File: src/rtl/somador_serial.sv
// somador_serial
//   Bit-serial adder, LSB first. One full-adder bit is evaluated per clock
//   and the carry between bits lives in a flip-flop, so a LARGURA-bit sum
//   takes LARGURA cycles in SOMA followed by one FIM cycle carrying done.
//
// Optional feature (macro SOMADOR_SERIAL_SUB_EN):
//   adds input SUB; SUB=1 computes A - B through A + ~B + 1, CIN is ignored,
//   and C reads as "no borrow" (1 when A >= B unsigned).
//
// Ports:
//   clk    in   rising-edge clock
//   rst_n  in   asynchronous active-low reset
//   start  in   operation request, sampled only in IDLE
//   A, B   in   LARGURA-bit operands, captured on the accepting edge
//   CIN    in   carry-in, captured on the accepting edge
//   SUB    in   (only with SOMADOR_SERIAL_SUB_EN) subtract select
//   S      out  registered sum, held until the next completion
//   C      out  registered carry-out, held until the next completion
//   busy   out  high in SOMA and FIM
//   done   out  one-cycle pulse in FIM; S and C freshly updated
module somador_serial #(
  parameter int LARGURA = 8
) (
  input  logic               clk,
  input  logic               rst_n,
  input  logic               start,
  input  logic [LARGURA-1:0] A,
  input  logic [LARGURA-1:0] B,
  input  logic               CIN,
`ifdef SOMADOR_SERIAL_SUB_EN
  input  logic               SUB,
`endif
  output logic [LARGURA-1:0] S,
  output logic               C,
  output logic               busy,
  output logic               done
);

  // Counter only needs to reach LARGURA-1; keep at least one bit for LARGURA=1.
  localparam int CW = (LARGURA > 1) ? $clog2(LARGURA) : 1;
  localparam logic [CW-1:0] LAST = CW'(LARGURA - 1);

  typedef enum logic [1:0] {
    IDLE = 2'd0,
    SOMA = 2'd1,
    FIM  = 2'd2
  } state_t;

  state_t state, state_next;

  logic [LARGURA-1:0] ra, rb, rs;
  logic [LARGURA-1:0] rs_next, rb_load;
  logic [LARGURA:0]   rs_ext;
  logic [CW-1:0]      cnt;
  logic               cy, cy_load;
  logic               sum_bit, carry_bit, last_bit;

  // Operand preparation at the accepting edge. Subtraction reuses the adder
  // by inverting B and forcing the initial carry to 1.
`ifdef SOMADOR_SERIAL_SUB_EN
  assign rb_load = SUB ? ~B : B;
  assign cy_load = SUB ? 1'b1 : CIN;
`else
  assign rb_load = B;
  assign cy_load = CIN;
`endif

  // One full-adder slice on the current LSBs.
  assign sum_bit   = ra[0] ^ rb[0] ^ cy;
  assign carry_bit = (ra[0] & rb[0]) | (ra[0] & cy) | (rb[0] & cy);
  assign last_bit  = (cnt == LAST);

  // New sum bit enters at the MSB; after LARGURA shifts bit 0 of the operands
  // has walked down to rs[0]. Concatenate-then-shift keeps this legal for
  // LARGURA=1 where rs[LARGURA-1:1] would be an empty slice.
  assign rs_ext  = {sum_bit, rs} >> 1;
  assign rs_next = rs_ext[LARGURA-1:0];

  always_ff @(posedge clk or negedge rst_n) begin
    if (!rst_n) begin
      state <= IDLE;
    end else begin
      state <= state_next;
    end
  end

  always_comb begin
    state_next = state;
    case (state)
      IDLE:    if (start) state_next = SOMA;
      SOMA:    if (last_bit) state_next = FIM;
      FIM:     state_next = IDLE;
      default: state_next = IDLE;
    endcase
  end

  assign busy = (state != IDLE);
  assign done = (state == FIM);

  // Datapath: capture in IDLE, shift one bit per SOMA cycle, publish S/C on
  // the last bit. S/C are untouched elsewhere so they hold between results.
  always_ff @(posedge clk or negedge rst_n) begin
    if (!rst_n) begin
      ra  <= '0;
      rb  <= '0;
      rs  <= '0;
      cy  <= 1'b0;
      cnt <= '0;
      S   <= '0;
      C   <= 1'b0;
    end else begin
      case (state)
        IDLE: begin
          if (start) begin
            ra  <= A;
            rb  <= rb_load;
            cy  <= cy_load;
            cnt <= '0;
          end
        end
        SOMA: begin
          ra  <= ra >> 1;
          rb  <= rb >> 1;
          rs  <= rs_next;
          cy  <= carry_bit;
          cnt <= cnt + CW'(1);
          if (last_bit) begin
            S <= rs_next;
            C <= carry_bit;
          end
        end
        default: begin
        end
      endcase
    end
  end

endmodule
File: config.mk
export PLATFORM = sky130hd
export DESIGN_NAME = somador_serial
export DESIGN_NICKNAME = d
export VERILOG_FILES = /design/src/rtl/somador_serial.sv
export SDC_FILE = /design/constraint.sdc
export NUM_CORES = 1
export LEC_CHECK = 0
export CORE_MARGIN = 2
export CORE_UTILIZATION = 53
export CTS_CLUSTER_SIZE = 20
export DETAILED_ROUTE_END_ITERATION = 16
export DONT_BUFFER_PORTS = 1
export PLACE_DENSITY_LB_ADDON = 0.08
export SYNTH_ARGS = -nofsm -noshare
export SYNTH_HDL_FRONTEND = slang
export SYNTH_SLANG_ARGS = --single-unit
File: constraint.sdc
create_clock -name clk -period 3.8 [get_ports clk]
set_input_delay 0.76 -clock clk [delete_from_list [all_inputs] [get_ports clk]]
set_output_delay 0.76 -clock clk [all_outputs]
set_load 0.005 [all_outputs]
; ---- After elaboration in Yosys (flattened, before gate mapping)
; Index checks and enable logic that the tools add are counted.
[word_totals]
regBits = 39
[classes]
add_sub_neg = 1
eq_ne = 5
n_reduce_logical = 6
bitwise = 7
muxes = 11
[ops]
columns = cell, n
row1 = one-hot mux 8 bit (2 select lines), 2
row2 = 2-to-1 mux 8 bit, 2
row3 = one-hot mux 3 bit (2 select lines), 1
row4 = AND reduction 2 bit, 3
row5 = 2-to-1 mux 2 bit, 2
row6 = "inequality test 2 bit, second input constant", 2
row7 = one-hot mux 2 bit (2 select lines), 1
row8 = nonzero test 2 bit, 2
row9 = "adder 3 x 1 -> 3 bit, second input constant", 1
row10 = AND 1 bit, 3
row11 = "== test 3 bit, second input constant", 1
row12 = 2-to-1 mux 3 bit, 1
row13 = "== test 2 x 1 -> 1 bit, second input constant", 1
row14 = "== test 2 bit, second input constant", 1
row15 = logical NOT 2 bit, 1
row16 = bitwise OR 1 bit, 2
row17 = one-hot mux 1 bit (2 select lines), 1
row18 = XOR 1 bit, 2
row19 = 2-to-1 mux 1 bit, 1

; ---- Depth between registers and ports, before layout
[depth]
depth_word = 4
mapped_depth = 5
depth_no_buf = 4

; ---- Worst setup path after synthesis
; OpenSTA, ideal clock, no wires.
[synth_timing]
path_type = register to output
startpoint = register state[0]
endpoint = output busy
path_slack_ns = 2.013
required_ns = 3.040
path_stages_with_launch = 5
t_arrival_ns = 1.027
path_cell_list = dfrtp_1 -> buf_6 -> buf_6 -> clkbuf_1 -> or2_2
[synth_between]
elab_chain_cells = 1
[synth_rtl]
columns = item, line
row1 = from (decl), 49  ; state_t state, state_next;
row2 = from (signal assigned), 83  ; state <= state_next;
row3 = nonzero test 2 bit, 97  ; assign busy = (state != IDLE);
row4 = to (decl), 35  ; output logic busy,
; Every way passes these cells.

; ---- Worst setup path after layout
[layout_timing]
startpoint = register state[1]
endpoint = output done
[layout_between]
elab_chain_cells = 1
[layout_rtl]
columns = item, line
row1 = == test 2 bit, 98  ; assign done = (state == FIM);
row2 = to (decl), 36  ; output logic done
; Every way passes these cells.

==> results.md <==
- Status: completed
- Tot Pwr: roughly 1.5 mW
- Grt ovf: 0
- Crit path largest cell delay: 980 ps
- Pwr Density: 805 nW/um^2
- CP Max Fanout: 35
- Peak VDD IR: 0.382 mV
- Post-route clock period utilization: just over 60%
- Worst-path clk slew: between 100 and 150 ps
- Number of antenna violations at the first check in global routing: 0
- # fillers: 281
- I/O Buffers: 0
- Synth Area in Compound Gates: 11.3%
- Post-Syn Instances: ~140
- Post-synthesis cell type count: 24
- Required @ worst endpoint: 3040 ps
- Critical Path Slowest Stage Cell: dfrtp_1
- Area leader, netlist: dfrtp_1
- Avg WL per Cell: roughly 18 um
- CP Launch Type: flip-flop
- Largest family of logic cells by synthesized area: simple AND/OR/NAND/NOR gates
- CP cell instances: nor2b_1
- Crit end category: primary output
- Synthesized cell area: 1770 um^2
- Synth Flop Type: dfrtp_1
- Non-Filler Instances: approximately 180
- Async SR Flop Fraction: 100%
- CTS tree: done
- Ant. Diodes: 0
- Count leader, synth: dfrtp_1
- Post-Synth Simple-Gate Area: 15.8%
- Die Width: between 60 and 70 um
- Post-route minimum period: 2350 ps
- DR vias: 1,026
- Placed cell area: ~1800 um^2
- Placeable core area: 3100 um^2
- Drt drc: 0
- Syn Nets: 158
- CP top delay family: flip-flops
- Pre-CTS setup slack: ~1700 ps
- Xor/xnor cell area share of the yosys netlist: 0%
- Slew Limit Fails: 0
- Number of synthesized register bits: 38
- CTS buffer count: 5
- First-pass DRT Iterations: 4
- # setup viols final: 0
- DRT iter0 DRCs: 56
- TNS Setup: 0 ps
- Max-Slew Margin vs Limit: 37.6%
- Final WS setup: 1450 ps
- Sequential area share after synthesis: 53.7%
- Fmax: 426 MHz
- Total track usage: a little under a fifth
- Mux share of post-synthesis cell area: between 10% and 20%
- Clock sinks: 38
- Final hold slack: between 90 and 100 ps
- Post-synth top cells: 38 x dfrtp_1, 16 x mux2_2, 10 x nor3b_1, 9 x inv_1
- YS warnings: 0
- Inst Count DP: approximately 170
- Crit path buf inv count: 0
- Root Buffer: clkbuf_4
- Vias per std cell: 5.86
- Largest net degree at the start of global routing: 39
- I/O Pins: 31
- Die Span Y: ~62 um
- Die Area: 3820 um^2
- GPL Wtd Cong: 0.736
- Share of layout cells above drive strength 1: 26.0%
- Hold crit path type: input port to async pin
- CTS H-tree lvls: 2
- # nets final: 153
- Post-Layout Inst Area: 1820 um^2
- Clock tree buffer depth: 2
- Worst EP arrival: around 1600 ps
- Vias in the first global route: approximately 1,000
- Layout area overhead: 3.04%
- ANT nets after route: 0
- Post-synth EDFFs: 0
- Dpl hpwl: 2050 um
- Synth Area per Inst: between 10 and 15 um^2
- Max_cap viols: 0
- Synth top area share: 53.7%
- Num rows: 20
- Leakage: between 0.7 and 0.8 nW
- Setup bufs post-CTS: 0
- Fin. Hold Viols: 0
- Global-route wire length before repair: 4890 um
- Post-layout util: 58.8%
- Adder-Cell Fraction of Synth Area: under 10%
- Cts repair resizes: 0
- Setup Crit Path Kind: flip-flop to primary output
- Synth top area cells: dfrtp_1 54%, mux2_2 10%, o221a_2 4.5%, nor3b_1 4.2%, nor4b_1 4.0%
- Post-Route WL: 3080 um
- Setup Skew: 12.2 ps
- Clk_lat worst skew: 340 ps
- # hold bufs at CTS: 0
- RSZ-0062 raised after global routing: false
- Initial core utilization: 57.0%
- Worst-Margin Slew: 936 ps
==> cells in the final DEF, fill, tap and decap left out <==
master / instances
mux2_2: 16
a21oi_1: 1
clkinvlp_4: 1
nor4b_1: 8
ha_1: 2
fa_1: 1
clkbuf_4: 5
dfrtp_1: 38
o21ba_2: 1
a211oi_1: 8
clkbuf_8: 1
a22o_1: 2
nand3b_1: 1
nor4bb_1: 2
inv_1: 9
nor2b_1: 2
nand2b_1: 3
or2_2: 1
mux2i_1: 1
nor3b_1: 10
or4b_1: 7
o21bai_2: 1
a211o_1: 2
inv_6: 1
o221a_2: 7
==> state kept, by name, summed over array words and instances, names as in the netlist <==
name	cells
S	8
C	1
rb	8
rs	7
state	2
cnt	3
cy	1
ra	8
==> where the power goes <==
part	switching (mW)	internal, mW	total, mW
clock	0.138	0.0924	0.230
sequential	0.178	0.599	0.777
combinational	0.177	0.283	0.460
total	0.493	0.974	1.47
==> final timing paths <==
path,depth (start not counted),to,start,slack (ps)
setup / recovery,1,done,state[1],1450
max in group asynchronous,0,rb[2],rst_n,3620
hold reg to reg,1,cnt[0],cnt[0],490
setup reg to reg,2,S[4],state[0],1710
min in group clk,1,cnt[0],cnt[0],490
hold / removal,0,S[4],rst_n,90
==> cell families after synthesis <==
group / count (synthesis)
flip-flops: 38
AND/OR/NAND/NOR: 34
AO/OA/AOI/OAI: 22
buffers and inverters: 21
multiplexers: 17
adder cells (fa/ha/maj): 3
==> metal layers <==
metal / up-vias / global-route usage, % / share of wire [%]
met5: - / 0 / 0
met1: 518 / 23.7 / 45
met3: 2 / 7.04 / 3.5
li1: 493 / - / -
met4: 0 / 8.21 / 0.94
met2: 13 / 29.2 / 50
==> layout make-up <==
type	instances	area, um^2	share of cell area [%]
clock inverters	2	16.3	0.892
clock buffers	6	51.3	2.81
flip-flops and latches	38	951	52.2
well taps	44	55.1	3.02
inverters	9	33.8	1.85
multi-input cells	76	716	39.3
No activity file was read; power rests on OpenSTA's default activity.
